--- config.mk ---
export PLATFORM = sky130hd
export DESIGN_NAME = launchpad_pad_arbiter
export DESIGN_NICKNAME = d
export VERILOG_FILES = /design/src/rtl/launchpad_pad_arbiter.sv
export SDC_FILE = /design/constraint.sdc
export NUM_CORES = 1
export LEC_CHECK = 0
export ABC_CLOCK_PERIOD_IN_PS = 15190
export BUFFER_PORTS_ARGS = -buffer_cell sky130_fd_sc_hd__buf_2
export CORE_MARGIN = 4
export CORE_UTILIZATION = 55
export DETAILED_ROUTE_END_ITERATION = 8
export PLACE_DENSITY_LB_ADDON = 0.3
export SYNTH_ARGS = -nofsm -noshare
export SYNTH_HDL_FRONTEND = slang
export SYNTH_SLANG_ARGS = --single-unit
--- constraint.sdc ---
create_clock -name CLK -period 15.19 [get_ports CLK]
set_clock_uncertainty 0.05 [all_clocks]
set_input_delay 0.7595 -clock CLK [delete_from_list [all_inputs] [get_ports CLK]]
set_output_delay 0.7595 -clock CLK [all_outputs]
set_load 0.1 [all_outputs]
--- src/rtl/launchpad_pad_arbiter.sv ---
// launchpad_pad_arbiter
// Registered N-channel pad arbiter for the LaunchPad key matrix. Rising edges
// on the debounced pad lines are latched into a pending register. One pending
// channel is granted at a time, chosen by fixed priority (highest index wins)
// or by round-robin starting below the last acknowledged channel.
//
// Handshake: VALID high means DOUT/IDX carry a grant. All three stay frozen
// until the consumer samples ACK high on a rising CLK edge while VALID is
// high. That edge retires the grant and clears its pending bit. ACK while
// VALID is low has no effect. A new grant can appear one edge later at the
// earliest.
module launchpad_pad_arbiter #(
  parameter int N = 16
) (
  input  logic                 CLK,
  input  logic                 RST_N,
  input  logic [N-1:0]         D,
  input  logic                 MODE,
  input  logic                 CLR,
  input  logic                 ACK,
  output logic                 VALID,
  output logic [N-1:0]         DOUT,
  output logic [$clog2(N)-1:0] IDX,
  output logic [N-1:0]         PEND,
  output logic                 OVF,
  output logic                 state_dbg
);

  localparam int IDXW = $clog2(N);

  typedef enum logic {
    S_IDLE = 1'b0,
    S_HOLD = 1'b1
  } state_t;

  state_t          state;
  logic [N-1:0]    d_q;
  logic [N-1:0]    rise;
  logic [N-1:0]    clr_mask;
  logic [IDXW-1:0] last;
  logic [IDXW-1:0] sel_idx;

  assign state_dbg = state;

  // Edge detect, and the bit retired by a grant that is accepted this cycle.
  always_comb begin
    rise     = D & ~d_q;
    clr_mask = (VALID && ACK) ? (N'(1) << IDX) : '0;
  end

  // Pick a channel from the registered pending set, not this cycle's rises.
  always_comb begin
    int  j;
    logic found;
    sel_idx = '0;
    found   = 1'b0;
    j       = 0;
    if (!MODE) begin
      for (int i = 0; i < N; i++) begin
        if (PEND[i]) sel_idx = IDXW'(i);
      end
    end else begin
      // Descending from last-1, wrapping, with last itself checked at the end.
      for (int k = 1; k <= N; k++) begin
        j = (int'(last) - k + N) % N;
        if (!found && PEND[j]) begin
          sel_idx = IDXW'(j);
          found   = 1'b1;
        end
      end
    end
  end

  // Pending/overflow bookkeeping and the two-state grant machine.
  always_ff @(posedge CLK) begin
    if (!RST_N) begin
      d_q   <= '0;
      PEND  <= '0;
      OVF   <= 1'b0;
      VALID <= 1'b0;
      DOUT  <= '0;
      IDX   <= '0;
      last  <= '0;
      state <= S_IDLE;
    end else begin
      d_q <= D;
      if (CLR) begin
        PEND  <= '0;
        OVF   <= 1'b0;
        VALID <= 1'b0;
        DOUT  <= '0;
        IDX   <= '0;
        last  <= '0;
        state <= S_IDLE;
      end else begin
        // A fresh press on a bit being retired keeps that bit pending.
        PEND <= (PEND & ~clr_mask) | rise;
        if (|(rise & PEND & ~clr_mask)) OVF <= 1'b1;
        case (state)
          S_IDLE: begin
            if (|PEND) begin
              DOUT  <= N'(1) << sel_idx;
              IDX   <= sel_idx;
              VALID <= 1'b1;
              state <= S_HOLD;
            end
          end
          S_HOLD: begin
            if (ACK) begin
              VALID <= 1'b0;
              DOUT  <= '0;
              IDX   <= '0;
              last  <= IDX;
              state <= S_IDLE;
            end
          end
          default: state <= S_IDLE;
        endcase
      end
    end
  end

endmodule

Yosys cells after proc, flatten, opt, wreduce, memory -nomap -nowiden
Index checks and enable logic that the tools add are counted.

$add $sub $neg: 32. Order comparisons: 16. Eq/ne operators: 2. Shift-type cells: 2. Mux-type cells: 123. Bitwise gates (word level): 25. Reductions and logical operators: 52.

Operators with widths (count): $mux 4 (33); $add 5x6->7 const B (15); $lt 5x6->1 const B (16); $mux 1 (67); $and 16x16->16 (4); $bmux 1 s4 (16); $reduce_or 4->1 (16); $mux 16 (3); $sub 4x4->5 const B (8); $not 16->16 (2); $pmux 16 s2 (1); $reduce_or 16->1 (2); $shl 1x4->16 const A (2); $sub 4x3->5 const B (4); $and 1x1->1 (16); $logic_and 1x1->1 (16); $or 16x16->16 (1); $logic_not 1->1 (15); $sub 4x2->5 const B (2); $pmux 4 s2 (1); $add 6x6->7 const B (1); $sub 4x5->6 const B (1); $sub 4x1->5 const B (1); $ne 2x2->1 const B (2); 4 further kinds (7).

Register bits after elaboration: 59. Input bits: 21.

Logic depth before layout (Yosys ltp)
Depth in word-level cells: 72. Gate-level depth with buffers: 18.

Worst setup path before layout
No wires, ideal clock.

Kind: register to register. Start point: reg last[1]. End point: reg DOUT[3]. Data arrival time: 4.888 ns. Data required time: 15.071 ns. Setup slack: 10.183 ns. Stages on the path, launching flop included: 19. Path buffers: 6. Clock period less this slack: 5.007 ns. Cell sequence: dfxtp_1 buf_2 clkbuf_1 clkbuf_1 inv_1 ha_1 buf_6 buf_6 mux2_1 mux4_2 mux2_2 or3_1 buf_6 nor3_4 a311o_1 a21o_2 o311ai_2 or3_1 o21ai_1.

Word-level cells in the longest chain between the ends: 70. Elaborated cells on any way between the ends: 160.

RTL lines: start, declared (RTL line 40) `logic [IDXW-1:0] last;`; start signal, assigned (RTL line 83) `last <= '0;`; start signal, assigned (RTL line 93) `last <= '0;`; start signal, assigned (RTL line 113) `last <= IDX;`; $sub 4x1->5 (RTL line 65) `j = (int'(last) - k + N) % N;`; $add 5x6->7 (RTL line 65); $bmux 1 s4 (RTL line 66) `if (!found && PEND[j]) begin`; $mux 1 (implied by the code) (2 in a row) (RTL line 66); $mux 1 (RTL line 66); $mux 1 (RTL line 58) `if (!MODE) begin`; $logic_not 1->1 (RTL line 66); $logic_and 1x1->1 (RTL line 66); [... 53 more ...]; $mux 1 (RTL line 58); $logic_not 1->1 (RTL line 66); $logic_and 1x1->1 (RTL line 66); $mux 4 (*) (RTL line 66); $mux 4 (*) (RTL line 58); $shl 1x4->16 (*) (RTL line 102) `DOUT <= N'(1) << sel_idx;`; $mux 16 (*) (RTL line 101) `if (|PEND) begin`; $pmux 16 s2 (*) (RTL line 99) `case (state)`; end signal, assigned (RTL line 102); end, declared (RTL line 22) `output logic [N-1:0] DOUT,`.

Mark *: on every way between the ends. The rest lies on a longest branch, timed or not. The select of a mux whose other input is x is not followed. A chain may end at the register's enable or synchronous reset.

Worst setup path in the final report
Start point: reg last[1]. End point: reg DOUT[6].

Same word-level chain as after synthesis.

==> reports/summary.txt <==
Initial Util: 56.3%
DR iter-0 viols: 463
vias in the first global route: 4808
Buf/Inv on CP: 2
final hold violations: 0
worst skew pair latency: 330 ps
hold_buf cts: 0
num rows: 35
ANT cells: 0
Detailed Routing Iterations Pass 1: 5
cell area after synthesis: 5180 um2
CTS Sinks: 59
area used by multi-input combinational logic: 3710 um2
Post-CTS Setup Inserts: 0
fin nets: 644
share of layout cells above drive strength 1: 22.9%
fin. max-slew vios: 0
fin util: 61.8%
Worst EP arrival: 5860 ps
dominant cell type by area after synthesis: dfxtp_1
core footprint: 9200 um2
final period utilization: 37.0%
Crit path required time: 15420 ps
number of port buffers: 59
Fin Setup TNS: 0 ps
via count: 4991
Lkg Pwr: 2.24 nW
CTS H-tree lvls: 3
Netlist cell types: 80
largest family of logic cells by synthesized area: multiplexers
synth warn: 0
Rel. slew slack: 29.2%
DP Wirelength: 11200 um
register area: 1180 um2
DR WL/cell: 21.0 um
Max-cap violations: 0
minimum clock period: 5630 ps
Synth top cells by count: dfxtp_1, nand2_1, a21oi_1
Critical-path top delay cell: ha_1
Clk pin slew, worst setup/hold paths: 60 ps
Post-CTS Resized: 0
Syn Inst Count: 583
syn avg cell area: 8.89 um2
post-route antenna net violation count: 0
Synth Area in Compound Gates: 20.7%
mux cell area share after synthesis: 27.5%
WL final: 15400 um
Global Route Usage Sum: 27.9%
GP Congestion: 1.11
via-per-instance ratio: 6.82
first-pass GRT wire length: 24800 um
Die X: 105 um
Synth area leaders: dfxtp_1, mux4_2, mux2i_1
Fmax achieved: 178 MHz
Top delay family on crit path: multiplexers
Worst setup EP type: register
Final Setup Violations: 0
Clock Path Buffers: 2
IO Pins: 60
fillers: 802
CTS root buf: clkbuf_8
adder-cell share of the synthesized area: 1.69%
Die ar.: 11000 um2
CTS tree: yes
number of CTS-inserted buffers: 9
initial antenna violation count: 0
worst-path fanout max: 35
unrepaired setup endpoints after global routing: false
# DRC: 0
actual slew at the worst max-slew pin: 1060 ps
CP Class: reg -> reg
Yosys reg bits: 59
Seq/Total Area, Yosys: 22.8%
run status: completed
Async SR Flop Fraction: 0%
worst min path class: reg -> reg
Post-synth top flop: dfxtp_1
Simple-Gate Fraction of Synth Area: 19.9%
total congestion overflow: 0
largest net degree at the start of global routing: 38
EDFF count, synth: 0
CP Launch Type: register
Net Count, Synth: 611
Layout area overhead: 9.66%
Synth top area share: 22.8%
xor/xnor cell area share of the yosys netlist: 1.86%
worst vdd ir: 0.0912 mV
Die Ht: 105 um
pwr dens: 86.0 nW/um2
top-count cell post-synth: dfxtp_1
crit-path max cell delay: 1060 ps
worst-path cell chain: buf_4 > inv_1 > ha_1 > mux4_1 > mux4_2 > or3_1 > nor3_1 > o21ai_0 > a32oi_1 > o211ai_2 > a211oi_2 > a22o_1
power breakdown:
group	internal [W]	switching [W]	leakage, nW	total [W]
Sequential	0.000162	0.0000113	0.483	0.000173
Combinational	0.0000417	0.0000894	1.63	0.000131
Clock	0.000125	0.0000592	0.128	0.000185
sequential cells by signal (all words and copies together) (netlist names):
signal / count
DOUT: 16
IDX: 4
OVF: 1
PEND: 16
VALID: 1
d_q: 16
last: 4
state_dbg: 1
stage by stage:
| step | worst slack (ps) | cell area, um2 | hold slack [ps] | total power, W | cells |
|---|---|---|---|---|---|
| global placement | 9910 | 5420 | 384 | 0.000302 | 716 |
| floorplan | 10180 | 5180 | 432 | 0.000276 | 583 |
| finish | 9560 | 5680 | 404 | 0.000489 | 732 |
| global route | 9260 | 5680 | 432 | 0.000507 | 732 |
| detailed placement | 9710 | 5420 | 397 | 0.000304 | 716 |
| CTS | 9690 | 5680 | 406 | 0.000488 | 732 |
worst reg2reg max path, stage by stage (launching register included):
cell      delay, ps
dfxtp_1         310
buf_4           390
inv_1           280
ha_1           1060
mux4_1          780
mux4_2          590
or3_1           550
nor3_1          320
o21ai_0         170
a32oi_1         360
o211ai_2        180
a211oi_2        350
a22o_1          180
metal layers:
layer / wire (um) / track usage, % / vias to the layer above
met1: 6040 / 36.2 / 2390
li1: - / - / 2272
met4: 651 / 13.0 / 0
met5: 0 / 0 / -
met2: 7380 / 45.0 / 278
met3: 1340 / 4.94 / 51
cells in the final DEF, fill, tap and decap left out, types with 5 or more instances in the layout:
| master | Yosys | routed |
|---|---|---|
| mux4_2 | 29 | 29 |
| or3_1 | 6 | 6 |
| mux2_2 | 15 | 15 |
| buf_2 | 5 | 59 |
| a21oi_1 | 46 | 46 |
| mux4_1 | 8 | 8 |
| nand3_1 | 9 | 9 |
| nand2_1 | 47 | 47 |
| mux2i_1 | 32 | 32 |
| o211ai_1 | 6 | 6 |
| nor2b_1 | 8 | 8 |
| buf_4 | 2 | 6 |
| nand2b_1 | 24 | 24 |
| o22ai_1 | 9 | 9 |
| nor3_1 | 16 | 16 |
| ha_1 | 7 | 7 |
| clkbuf_8 | 0 | 9 |
| a22o_1 | 8 | 8 |
| and2_1 | 23 | 23 |
| o21ai_0 | 31 | 31 |
| inv_1 | 12 | 12 |
| xor2_1 | 6 | 6 |
| o21bai_1 | 5 | 5 |
| a31oi_1 | 5 | 5 |
| nor4_1 | 5 | 5 |
| o21ai_1 | 8 | 8 |
| nor2_1 | 32 | 32 |
| xnor2_1 | 5 | 5 |
| dfxtp_1 | 59 | 59 |
final cells by class:
cell class / count / share of cell area [%]
clock inverter: 5 / 2.20
timing repair buffer: 65 / 5.99
tap: 111 / 2.44
clock buffer: 11 / 2.31
multi-input combinational: 467 / 65.3
inverter: 14 / 0.925
sequential: 59 / 20.8
final timing paths:
kind / start / endpoint / slack (ps) / cells after the start
worst max-delay path: last[1]$_SDFFE_PP0P_ / DOUT[6]$_SDFFE_PP0P_ / 9560 / 12
worst min-delay path: DOUT[9]$_SDFFE_PP0P_ / DOUT[9]$_SDFFE_PP0P_ / 400 / 2
worst max register to register: last[1]$_SDFFE_PP0P_ / DOUT[6]$_SDFFE_PP0P_ / 9560 / 12
worst min register to register: DOUT[9]$_SDFFE_PP0P_ / DOUT[9]$_SDFFE_PP0P_ / 400 / 2
logic make-up (layout without fill, tap and decap cells):
| logic type | Yosys count | after routing |
|---|---|---|
| flip-flops | 59 | 59 |
| XOR/XNOR | 11 | 11 |
| AO/OA/AOI/OAI | 164 | 164 |
| multiplexers | 90 | 90 |
| adder cells (fa/ha/maj) | 7 | 7 |
| AND/OR/NAND/NOR | 195 | 195 |
| buffers and inverters | 57 | 95 |
Power figures use the tool's default switching activity.
